[src/rtl/serial_add_ctrl.sv]
// Bit-serial adder controller: loads two operands, adds them LSB first, then presents the parallel sum.
// Optional signed-overflow output is enabled by defining SERIAL_ADD_CTRL_OVF_EN.
module serial_add_ctrl #(
  parameter int WIDTH = 4
) (
  input  logic             clk,
  input  logic             rst,
  input  logic             start,
  input  logic [WIDTH-1:0] a,
  input  logic [WIDTH-1:0] b,
  input  logic             cin,
  output logic             busy,
  output logic             sum_bit,
  output logic             sum_vld,
  output logic [WIDTH-1:0] result,
  output logic             cout,
`ifdef SERIAL_ADD_CTRL_OVF_EN
  output logic             ovf,
`endif
  output logic             done
);

  localparam int CW = (WIDTH > 2) ? $clog2(WIDTH) : 1;

  typedef enum logic [1:0] {
    IDLE  = 2'd0,
    SHIFT = 2'd1,
    DONE  = 2'd2
  } state_t;

  state_t           state;
  state_t           state_nxt;
  logic [WIDTH-1:0] a_sh;
  logic [WIDTH-1:0] b_sh;
  logic [WIDTH-1:0] sum_sh;
  logic             carry;
  logic [CW-1:0]    cnt;
  logic             sum_now;
  logic             carry_nxt;
  logic             last;

  // State register
  always_ff @(posedge clk or posedge rst) begin
    if (rst) begin
      state <= IDLE;
    end else begin
      state <= state_nxt;
    end
  end

  // Next-state decode and full-adder slice
  always_comb begin
    state_nxt = state;
    sum_now   = a_sh[0] ^ b_sh[0] ^ carry;
    carry_nxt = (a_sh[0] & b_sh[0]) | (a_sh[0] & carry) | (b_sh[0] & carry);
    last      = (cnt == CW'(WIDTH - 1));
    case (state)
      IDLE: begin
        if (start) begin
          state_nxt = SHIFT;
        end else begin
          state_nxt = IDLE;
        end
      end
      SHIFT: begin
        if (last) begin
          state_nxt = DONE;
        end else begin
          state_nxt = SHIFT;
        end
      end
      DONE:    state_nxt = IDLE;
      default: state_nxt = IDLE;
    endcase
  end

  // Status outputs decoded from the state register; sum_bit is gated to zero outside SHIFT
  always_comb begin
    busy    = 1'b0;
    sum_vld = 1'b0;
    sum_bit = 1'b0;
    done    = 1'b0;
    case (state)
      SHIFT: begin
        busy    = 1'b1;
        sum_vld = 1'b1;
        sum_bit = sum_now;
      end
      DONE:    done = 1'b1;
      default: done = 1'b0;
    endcase
  end

  // Operand/sum shift registers, carry, bit counter and held results
  always_ff @(posedge clk or posedge rst) begin
    if (rst) begin
      a_sh   <= '0;
      b_sh   <= '0;
      sum_sh <= '0;
      carry  <= 1'b0;
      cnt    <= '0;
      result <= '0;
      cout   <= 1'b0;
`ifdef SERIAL_ADD_CTRL_OVF_EN
      ovf    <= 1'b0;
`endif
    end else begin
      case (state)
        IDLE: begin
          if (start) begin
            a_sh   <= a;
            b_sh   <= b;
            sum_sh <= '0;
            carry  <= cin;
            cnt    <= '0;
          end
        end
        SHIFT: begin
          a_sh   <= {1'b0, a_sh[WIDTH-1:1]};
          b_sh   <= {1'b0, b_sh[WIDTH-1:1]};
          sum_sh <= {sum_now, sum_sh[WIDTH-1:1]};
          carry  <= carry_nxt;
          cnt    <= cnt + CW'(1);
          // The final bit is still in flight, so the result is assembled from it directly
          if (last) begin
            result <= {sum_now, sum_sh[WIDTH-1:1]};
            cout   <= carry_nxt;
`ifdef SERIAL_ADD_CTRL_OVF_EN
            ovf    <= carry ^ carry_nxt;
`endif
          end
        end
        default: begin
          cnt <= cnt;
        end
      endcase
    end
  end

endmodule
[config.mk]
export PLATFORM = sky130hd
export DESIGN_NAME = serial_add_ctrl
export DESIGN_NICKNAME = d
export VERILOG_FILES = /design/src/rtl/serial_add_ctrl.sv
export SDC_FILE = /design/constraint.sdc
export NUM_CORES = 1
export LEC_CHECK = 0
export ABC_CLOCK_PERIOD_IN_PS = 2500
export BUFFER_PORTS_ARGS = -buffer_cell sky130_fd_sc_hd__buf_2
export CAP_MARGIN = 20
export CORE_MARGIN = 5
export CORE_UTILIZATION = 40
export DETAILED_ROUTE_END_ITERATION = 7
export HOLD_SLACK_MARGIN = 0.12
export MAX_ROUTING_LAYER = met4
export PLACE_DENSITY = 0.63
export SLEW_MARGIN = 20
export SYNTH_ARGS = -nofsm -noshare
export SYNTH_HDL_FRONTEND = slang
export SYNTH_SLANG_ARGS = --single-unit
[constraint.sdc]
create_clock -name clk -period 2.5 [get_ports clk]
set_input_delay 0.125 -clock clk [delete_from_list [all_inputs] [get_ports clk]]
set_output_delay 0.125 -clock clk [all_outputs]
set_load 0.02 [all_outputs]
# ---- Word level (Yosys, flattened, before mapping)
# Index checks and enable logic that the tools add are counted.
dict set report classes {
  add_sub_neg 1
  n_eq_ne 4
  n_mux 16
  n_bitwise 7
  reduce_logical 4
}
# op n
set op_table {}
lappend op_table {{one-hot mux 4 bit (2 select lines)} 3}
lappend op_table {{2-to-1 mux 4 bit} 3}
lappend op_table {{one-hot mux 2 bit (2 select lines)} 2}
lappend op_table {{2-to-1 mux 1 bit} 5}
lappend op_table {{== test 2 bit, second input constant} 2}
lappend op_table {{2-to-1 mux 2 bit} 2}
lappend op_table {{AND reduction 2 bit} 2}
lappend op_table {{bitwise AND 1 bit} 3}
lappend op_table {{adder 2 x 1 -> 2 bit, second input constant} 1}
lappend op_table {{== test 2 x 1 -> 1 bit, second input constant} 1}
lappend op_table {{logical NOT 2 bit} 1}
lappend op_table {{!= test 2 bit, second input constant} 1}
lappend op_table {{OR 1 bit} 2}
lappend op_table {{one-hot mux 1 bit (2 select lines)} 1}
lappend op_table {{nonzero test 2 bit} 1}
lappend op_table {{XOR 1 bit} 2}
dict set report word_totals {
  regBits 22
  inputBits 12
  out_inout_bits 9
  wordCells 40
}

# ---- Depth between registers and ports, before layout
# Gate-level depths: netlist (run 1).
dict set report depth {
  ltp_word 4
  ltp_mapped 4
  depth_no_buf 3
}

# ---- Worst setup path before layout (run 1)
# OpenSTA, ideal clock, no wires.
dict set report synth_path {
  path_type {reg-to-output}
  start {register a_sh[0]}
  end {output port sum_bit}
  arrival_time_ps 1166
  required_time_ps 2375
  path_slack_ps 1209
  path_stages_with_launch 3
  path_buffers 0
  path_cell_list {dfrtp_1 fa_1 and2_1}
}
dict set report synth_between {
  elab_chain_cells 3
}
# item line
set synth_lines {}
lappend synth_lines {{start, declared} 33} ;# logic [WIDTH-1:0] a_sh;
lappend synth_lines {{start signal, assigned} 119} ;# a_sh <= {1'b0, a_sh[WIDTH-1:1]};
lappend synth_lines {{XOR 1 bit (2 in a row)} 54} ;# sum_now = a_sh[0] ^ b_sh[0] ^ carry;
lappend synth_lines {{net sum_now} 38} ;# logic sum_now;
lappend synth_lines {{2-to-1 mux 1 bit} 83} ;# case (state)
lappend synth_lines {{end, declared} 13} ;# output logic sum_bit,
# The timed path passes the listed nets, and every way through them passes these cells.

# ---- Worst setup path after layout (run 1)
dict set report layout_path {
  start {register state[0]}
  end {output port sum_bit}
}
dict set report layout_between {
  elab_chain_cells 2
}
# item line
set layout_lines {}
lappend layout_lines {{start, declared} 31} ;# state_t state;
lappend layout_lines {{start signal, assigned} 47} ;# state <= state_nxt;
lappend layout_lines {{== test 2 x 1 -> 1 bit} 83}
lappend layout_lines {{2-to-1 mux 1 bit} 83}
# No other way between the ends.

==> summary.md, run 1 <==
| Metric | Value |
|---|---|
| Slew Viols, Final | `0` |
| Final Skew | `0.003510 ns` |
| Antenna fix cells | `0` |
| Util after Layout | `0.4682` |
| Die ar. | `0.003685 mm^2` |
| Die Wd | `60.71 um` |
| GRT Residual Overflow | `0` |
| Vias in the first global route | `720` |
| Buffers & Inverters on Critical Path | `1` |
| Crit-path cells | `nor2b_4 -> and2_1 -> buf_2` |
| Max Root-Sink Buffers | `2` |
| Cell Area, Synth | `0.001028 mm^2` |
| Initial antenna violation count | `0` |
| Seq pwr share | `0.424` |
| Top cell type's share of synthesized area | `0.5109` |
| DRC | `0` |
| Pleak | `0.0005619 uW` |
| Max frequency | `0.5379 GHz` |
| Cell family with most CP delay | `flip-flops` |
| Net Sw Power | `615.0 uW` |
| PwrDens | `1309 mW/mm^2` |
| Final WL | `1936 um` |
| Seq/Total Area, Yosys | `0.5109` |
| Switching part of the total power | `0.4050` |
| Syn nets | `96` |
| Sink Count | `21` |
| GRT Resource Usage Total | `0.1277` |
| RSZ-0062 raised after global routing | `no` |
| Die Ht | `60.71 um` |
| Met2 usage | `0.1817` |
| Top cells by area, synth | `dfrtp_1, mux2_2, buf_6, inv_1, nor4b_1` |
| CTS tree | `done` |
| Levels on crit path | `3` |
| Worst reg2reg path depth | `2` |
| Critical path's largest stage delay | `0.73 ns` |
| Tcrit/Tclk final | `0.7436` |
| Min-Delay Path Class | `in -> reg` |
| WS Path Type | `reg -> out` |
| Gr busiest metal | `met2` |
| Critical Path Start | `state[0]$_DFF_PP0_` |
| Area delta synth->final | `12.77%` |
| Setup crit end | `sum_bit` |
| 1st-iter DRT viols | `49` |
| Endpoints failing setup | `0` |
| Tmin final | `1.859 ns` |
| Core ar. | `0.002477 mm^2` |
| Gp weighted congestion | `0.7066` |
| Placed instance count | `125` |
| Initial Utilization | `0.4152` |
| Crit end category | `output port` |
| CTS H-tree depth | `1` |
| Ys Warns | `0` |
| Biggest area consumer among synthesized cells | `dfrtp_1` |
| Postcts setup bufs | `0` |
| Max-cap viol count | `0` |
| Slowest stage cell, crit path | `dfrtp_1` |
| Met1 Track Usage GR | `0.1785` |
| DRT Pass-1 Iters | `4` |
| CTS buffer count | `3` |
| Global-route wire length before repair | `3346 um` |
| Setup TNS | `0 ns` |
| Critical R2R Launch | `state[1]$_DFF_PP0_` |
| Slew @ Worst Pin | `0.7728 ns` |
| Final WS setup | `0.6410 ns` |
| Reg-to-reg endpoint | `result[1]$_DFFE_PP0P_` |
| Cells after Synth | `82` |
| Synth cell types | `25` |
| Fraction of layout instances using a drive strength above 1 | `0.3235` |
| Routed length per placed instance | `14.67 um` |
| Clock Latency Late Sink | `0.29 ns` |
| Vias per cell | `5.083` |
| Int Power | `903.4 uW` |
| I/O pin cnt | `21` |
| Largest driver fanout on the critical path | `18` |
| Post-DP HPWL | `1332 um` |
| Max-slew headroom | `0.4842` |
| Status | `finished, final reports clean` |
| Mean post-synth cell area | `12.54 um^2` |
| Met3 usage in global routing | `0.02128` |
| Worst EP required | `2.38 ns` |
| Place WS | `0.9584 ns` |
| Reg clk slew, reported paths | `0.11 ns` |
| Finished Layout Cells | `132` |
| Clk root buf | `clkbuf_4` |
| Final hold vios | `0` |
| Worst VDD drop | `823.1 uV` |
| Startpoint types | `flip-flop` |
| Buffers on Ports | `20` |
| Total Nets Final | `117` |
| DR vias | `671` |
| Clk pwr share | `0.102` |
| Logic pwr share | `0.474` |
| CP arrival | `1.73 ns` |
| Largest net degree at the start of global routing | `22` |
| Post-synthesis register bit count | `21` |
| R2r setup slk | `1.02 ns` |
| Row count | `18` |
| ANT nets after route | `0` |
[worst min path at each step]
stage,end,start,cells past startpoint
global placement,sum_sh[3]$_DFFE_PP0P_,rst,2
global route,carry$_DFFE_PP0P_,cin,3
floorplan,a_sh[0]$_DFFE_PP0P_,rst,1
CTS,a_sh[2]$_DFFE_PP0P_,a[2],3
finish,a_sh[2]$_DFFE_PP0P_,a[2],3
detailed placement,sum_sh[3]$_DFFE_PP0P_,rst,2
[final cells by class]
cell class	count	area, um^2
fill	243	1318
clock buffer	4	26.28
timing repair buffer	23	130.1
inverter	12	45.04
tap	30	37.54
sequential	21	525.5
multi-input combinational	42	395.4
[logic make-up (layout without fill, tap and decap cells)]
logic type,count (synthesis),in the layout,share of synthesized area
mux,6,6,0.06569
simple gates,19,19,0.1509
buf+inv,19,39,0.1046
flops,21,21,0.5109
compound gates,15,15,0.1362
fa+ha+maj,2,2,0.03163
[cells in the mapped netlist]
cell type and n:
a211oi_1 4, a211oi_2 1, a21oi_1 1, a222oi_1 2
a22o_1 4, a32o_1 1, and2_1 1, and2b_1 1
buf_2 2, buf_4 1, buf_6 4, dfrtp_1 21
fa_1 1, ha_1 1, inv_1 12, mux2_2 6
nand2_1 1, nand3b_4 1, nand4bb_1 1, nor2_1 3
nor2b_4 1, nor3b_1 5, nor4b_1 5, o21bai_4 1
o311ai_1 1
[per-stage QoR]
step	hold slack, ns	total power (uW)	cell area (um^2)
6_report	0.1399	1518	1160
3_5_place_dp	0.3031	1377	1104
4_1_cts	0.1301	1547	1160
2_1_floorplan	0.1015	1252	1028
3_3_place_gp	0.3024	1355	1104
5_1_grt	0.1450	1647	1160
[repair_timing]
item / in CTS / in global routing
hold buffers: 3 / 0
gates resized for setup: 0 / 0
hold endpoints to repair: 23 / 0
[cell usage in the layout (no fill, tap or decap), drive strengths merged]
master / n
a211oi: 5
a21oi: 1
a222oi: 2
a22o: 4
a32o: 1
and2: 1
and2b: 1
buf: 20
clkbuf: 4
dfrtp: 21
dlygate4sd3: 3
fa: 1
ha: 1
inv: 12
mux2: 6
nand2: 1
nand3b: 1
nand4bb: 1
nor2: 3
nor2b: 1
nor3b: 5
nor4b: 5
o21bai: 1
o311ai: 1
[state kept, by name (all words and copies together) (netlist names)]
register	flops
result	4
b_sh	4
cout	1
sum_sh	3
a_sh	4
state	2
cnt	2
carry	1
[layer usage]
| layer | up-vias | routed length, um |
|---|---|---|
| li1 | 330 | - |
| met1 | 324 | 958 |
| met2 | 15 | 856 |
| met3 | 2 | 113 |
| met4 | 0 | 8 |
| met5 | - | 0 |
[power by group through the flow]
stage	Sequential (uW)	Combinational, uW	Clock [uW]
after floorplan	617	635	0
after global placement	647	707	0
after detailed placement	651	726	0
after CTS	644	735	168
after global routing	669	801	177
final	644	719	155
[worst register-to-register path: stages (launching register included)]
cell	delay, ns
dfrtp_1	0.73
nand3b_4	0.30
mux2_2	0.35
No activity file was read; power rests on OpenSTA's default activity.
==> inputs of run 2 (changes only) <==
Settings changed: ABC_CLOCK_PERIOD_IN_PS 2500 to 1900.
Clock period 2.5 ns to 1.9 ns, I/O delays scaled along.
==> run 2 against run 1 <==
Setup slack got worse by 0.44 ns. Clock-buffer cell count fell by 1. Via count rose by 3.3%. Critical path depth did not move. Clock power rose by 37%. Register-to-register slack got worse by 0.51 ns. Sequential share of layout area fell by 1.0 points. Utilization rose by 1.2 points. Combinational power rose by 33%. First-iteration DRC count rose by 18%. Flip-flop and latch count did not move. Critical path type unchanged.
==> summary.md, run 2 (synthesis results as in run 1) <==
| Metric | Value |
|---|---|
| PwrDens | `1679 mW/mm^2` |
| CP arrival | `1.60 ns` |
| Met2 usage | `0.1832` |
| Status | `finished, final reports clean` |
| Max frequency | `0.5896 GHz` |
| Crit end category | `output port` |
| RSZ-0062 raised after global routing | `no` |
| Antenna fix cells | `0` |
| R2r setup slk | `0.51 ns` |
| Sink Count | `21` |
| Total Nets Final | `120` |
| Clk root buf | `clkbuf_4` |
| I/O pin cnt | `21` |
| GRT Resource Usage Total | `0.1205` |
| Leading cell types in the layout, fill and taps excluded | `dfrtp_1, buf_2, inv_1` |
| Clock Latency Late Sink | `0.30 ns` |
| Largest net degree at the start of global routing | `22` |
| Setup TNS | `0 ns` |
| Reg clk slew, reported paths | `0.11 ns` |
| Worst VDD drop | `1056 uV` |
| CTS buffer count | `3` |
| Core ar. | `0.002477 mm^2` |
| Die Ht | `60.71 um` |
| Worst hold start | `start` |
| Slew Viols, Final | `0` |
| Row count | `18` |
| 1st-iter DRT viols | `58` |
| Worst reg2reg path depth | `3` |
| Max-cap viol count | `0` |
| Final Skew | `0.001557 ns` |
| Endpoints failing setup | `0` |
| Pleak | `0.0005776 uW` |
| Tcrit/Tclk final | `0.8926` |
| Crit-path cells | `fa_1 -> and2_1 -> buf_2` |
| Initial antenna violation count | `0` |
| Gp weighted congestion | `0.7707` |
| Startpoint types | `flip-flop` |
| DRC | `0` |
| Met1 Track Usage GR | `0.1577` |
| Slew @ Worst Pin | `0.7650 ns` |
| Max Root-Sink Buffers | `2` |
| Die Wd | `60.71 um` |
| DRT Pass-1 Iters | `4` |
| Fraction of layout instances using a drive strength above 1 | `0.3429` |
| Critical R2R Launch | `state[1]$_DFF_PP0_` |
| DR vias | `693` |
| GRT Residual Overflow | `0` |
| Global-route wire length before repair | `3187 um` |
| Final WL | `1854 um` |
| Max-slew headroom | `0.4894` |
| Top Registers | `a_sh (4), b_sh (4), result (4)` |
| Hold Path End | `a_sh[3]$_DFFE_PP0P_` |
| Vias in the first global route | `731` |
| Die ar. | `0.003685 mm^2` |
| Min-Delay Path Class | `in -> reg` |
| Slowest stage cell, crit path | `fa_1` |
| Hold depth | `2` |
| Final hold vios | `0` |
| Critical path's largest stage delay | `0.59 ns` |
| Largest driver fanout on the critical path | `3` |
| CTS tree | `done` |
| Routed length per placed instance | `13.73 um` |
| Tmin final | `1.696 ns` |
| Worst EP required | `1.80 ns` |
| Vias per cell | `5.133` |
| Initial Utilization | `0.4152` |
| CTS H-tree depth | `1` |
| Reg-to-reg endpoint | `b_sh[0]$_DFFE_PP0P_` |
| Buffers on Ports | `20` |
| Gr busiest metal | `met2` |
| Met3 usage in global routing | `0.04468` |
| ANT nets after route | `0` |
| Area delta synth->final | `15.69%` |
| Post-DP HPWL | `1324 um` |
| Hold slack | `0.1412 ns` |
| WS Path Type | `reg -> out` |
## run 2: changes by cell type in the layout (fill, tap and decap cells not counted), sizes merged
cell and delta:
dlygate4sd3 +2, clkinv +1, clkbuf -1, buf +1
## run 2: area by class of cell
type / count / area (um^2)
fill: 241 / 1287
sequential: 21 / 526.8
multi-input combinational: 42 / 395.4
timing repair buffer: 26 / 157.7
inverter: 12 / 45.04
tap: 30 / 37.54
clock buffer: 3 / 22.52
clock inverter: 1 / 5.005
## run 2: where the power goes
group	total, uW	switching, uW	internal (uW)
Clock	212	133	78.5
Combinational	954	489	465
Sequential	832	177	654
## run 2: what timing repair did
item,4_1_cts,5_1_grt
setup endpoints to repair,0,1
endpoints found under the hold margin,25,0
hold buffers,5,0
setup buffers,0,0
resized for setup,0,1
## run 2: critical path: cells and delay by family (launching register included)
kind	cells	cell delay, ns
DFF	1	0.43
and+or+nand+nor	1	0.13
adders and majority gates	1	0.59
buffers and inverters	1	0.15
## run 2: how the worst max path moves through the flow
stage	start	end	slack, ns	depth (start not counted)
6_report	a_sh[0]$_DFFE_PP0P_	sum_bit	0.20	3
5_1_grt	a_sh[0]$_DFFE_PP0P_	sum_bit	0.12	3
4_1_cts	state[0]$_DFF_PP0_	sum_bit	0.06	3
3_5_place_dp	state[0]$_DFF_PP0_	sum_bit	0.41	3
3_3_place_gp	state[0]$_DFF_PP0_	sum_bit	0.47	3
2_1_floorplan	a_sh[0]$_DFFE_PP0P_	sum_bit	0.64	2
## run 2: metrics by stage
step | instance area [um^2] | utilization | std cells | total power, uW | setup WS (ns)
5_1_grt | 1190 | 0.4803 | 135 | 2177 | 0.1159
3_5_place_dp | 1111 | 0.4485 | 126 | 1799 | 0.4110
2_1_floorplan | 1028 | - | 82 | 1648 | 0.6394
3_3_place_gp | 1111 | 0.4485 | 126 | 1783 | 0.4728
4_1_cts | 1189 | 0.4798 | 135 | 2029 | 0.06011
6_report | 1190 | 0.4803 | 135 | 1998 | 0.2041
## run 2: layer usage
metal | up-vias | routed length (um)
li1 | 336 | -
met1 | 330 | 890
met2 | 25 | 790
met3 | 2 | 158
met4 | 0 | 13
met5 | - | 0
==> inputs of run 3 (changes only) <==
Settings changed: CORE_UTILIZATION 40 to 30, PLACE_DENSITY 0.63 to 0.51.
==> run 3 against run 2 <==
Sequential power about the same. Register-to-register slack got worse by 0.29 ns. Setup slack got worse by 0.012 ns. Power increased by 0.94%. Routed wire length increased by 6.7%. Combinational power increased by 1%. Sequential share of layout area decreased by 0.73 points. Critical path depth increased by 1. Critical path type unchanged. Utilization decreased by 12 points. Largest power group unchanged. Global-route usage decreased by 2.1 points.
==> summary.md, run 3 (synthesis results as in run 1) <==
| Metric | Value |
|---|---|
| Status | `finished, final reports clean` |
| Critical R2R Launch | `state[1]$_DFF_PP0_` |
| Crit-path cells | `buf_4 -> nor2b_4 -> and2_1 -> buf_2` |
| Tcrit/Tclk final | `0.8991` |
| Worst hold start | `a[2]` |
| Critical path's largest stage delay | `0.52 ns` |
| Top Registers | `a_sh (4), b_sh (4), result (4)` |
| Final WL | `1978 um` |
| Area delta synth->final | `17.64%` |
| Slew Viols, Final | `0` |
| Total Nets Final | `120` |
| Leading cell types in the layout, fill and taps excluded | `dfrtp_1, buf_2, inv_1` |
| RSZ-0062 raised after global routing | `no` |
| Core ar. | `0.003337 mm^2` |
| Slowest stage cell, crit path | `dfrtp_1` |
| GRT Residual Overflow | `0` |
| Final hold vios | `0` |
| Reg-to-reg endpoint | `a_sh[3]$_DFFE_PP0P_` |
| Finished Layout Cells | `151` |
| Tmin final | `1.708 ns` |
| Max-cap viol count | `0` |
| Vias in the first global route | `709` |
| Worst EP required | `1.80 ns` |
| Worst VDD drop | `318.4 uV` |
| Clock Latency Late Sink | `0.31 ns` |
| Worst reg2reg path depth | `4` |
| Hold depth | `3` |
| Vias per cell | `4.649` |
| GRT Resource Usage Total | `0.09961` |
| Gp weighted congestion | `0.7442` |
| Buffers & Inverters on Critical Path | `2` |
| ANT nets after route | `0` |
| Sink Count | `21` |
| Postcts setup bufs | `0` |
| Startpoint types | `flip-flop` |
| DRC | `0` |
| DRT Pass-1 Iters | `4` |
| Fill cells | `352` |
| CP arrival | `1.61 ns` |
| PwrDens | `1667 mW/mm^2` |
| Initial antenna violation count | `0` |
| Hold Path End | `a_sh[2]$_DFFE_PP0P_` |
| Clk root buf | `clkbuf_4` |
| Largest driver fanout on the critical path | `12` |
| CTS tree | `done` |
| Endpoints failing setup | `0` |
| Max-slew headroom | `0.4662` |
| Min-Delay Path Class | `in -> reg` |
| Util after Layout | `0.3626` |
| Final Skew | `0.003825 ns` |
| I/O pin cnt | `21` |
| Slew @ Worst Pin | `0.7998 ns` |
| Fraction of layout instances using a drive strength above 1 | `0.3429` |
| Setup TNS | `0 ns` |
| Reg clk slew, reported paths | `0.12 ns` |
| Die ar. | `0.004699 mm^2` |
| R2r setup slk | `0.22 ns` |
| DR vias | `702` |
| CTS H-tree depth | `1` |
| Crit end category | `output port` |
| Row count | `21` |
| Buffers on Ports | `20` |
| Routed length per placed instance | `13.10 um` |
| Pleak | `0.0005799 uW` |
| Die Ht | `68.55 um` |
| CTS buffer count | `3` |
| Antenna fix cells | `0` |
| Placed instance count | `142` |
| Global-route wire length before repair | `3298 um` |
| Initial Utilization | `0.3082` |
| Max frequency | `0.5854 GHz` |
| Largest net degree at the start of global routing | `22` |
| Dpl cell area | `0.001131 mm^2` |
| Die Wd | `68.55 um` |
| WS Path Type | `reg -> out` |
| Max Root-Sink Buffers | `2` |
| 1st-iter DRT viols | `27` |
| Hold slack | `0.1282 ns` |
| Post-DP HPWL | `1408 um` |
| Cell family with most CP delay | `flip-flops` |
| Fin area | `0.001210 mm^2` |
## run 3: cell counts in the layout (fill, tap and decap cells not counted)
No cell type changed its count.
## run 3: cell type report
cell class                      count  area [um^2]  area share
Multi-Input combinational cell     42        395.4      0.3268
Clock inverter                      1        5.005    0.004137
Tap cell                           46        57.56     0.04757
Clock buffer                        3        22.52     0.01861
Inverter                           12        45.04     0.03723
Sequential cell                    21        526.8      0.4354
Timing Repair Buffer               26        157.7      0.1303
## run 3: worst max-delay path by stage
stage,startpoint,end,slack [ns],depth (start not counted)
floorplan,a_sh[0]$_DFFE_PP0P_,sum_bit,0.64,2
global placement,state[0]$_DFF_PP0_,sum_bit,0.47,3
detailed placement,state[0]$_DFF_PP0_,sum_bit,0.43,3
CTS,state[0]$_DFF_PP0_,sum_bit,0.08,3
global route,state[1]$_DFF_PP0_,sum_bit,0.1,4
finish,state[1]$_DFF_PP0_,sum_bit,0.19,4
## run 3: timing repair
action	in CTS	in global routing
resized for setup	0	1
hold endpoints to repair	24	0
hold buffers	5	0
setup endpoints to repair	0	1
## run 3: per-layer routing
layer	track usage	routed length, um	up-vias
met1	0.1273	917	355
met3	0.009724	23	5
li1	-	-	333
met5	-	0	-
met4	0.06700	61	0
met2	0.1490	975	9
## run 3: through the flow
step,total power (uW),setup slack (ns)
6_report,2017,0.1918
3_5_place_dp,1811,0.4309
2_1_floorplan,1648,0.6394
3_3_place_gp,1797,0.4655
4_1_cts,2043,0.08055
5_1_grt,2200,0.09562
## run 3: where the power goes
part | total (uW) | internal [uW] | switching (uW)
Combinational | 968 | 470 | 497
Sequential | 830 | 654 | 176
Clock | 219 | 78.6 | 140
Total | 2020 | 1200 | 813
## run 3: tightest hold or removal path, cell delays in order
cell and delay, ns:
buf_2 0.10, nor2_1 0.11, a222oi_1 0.10
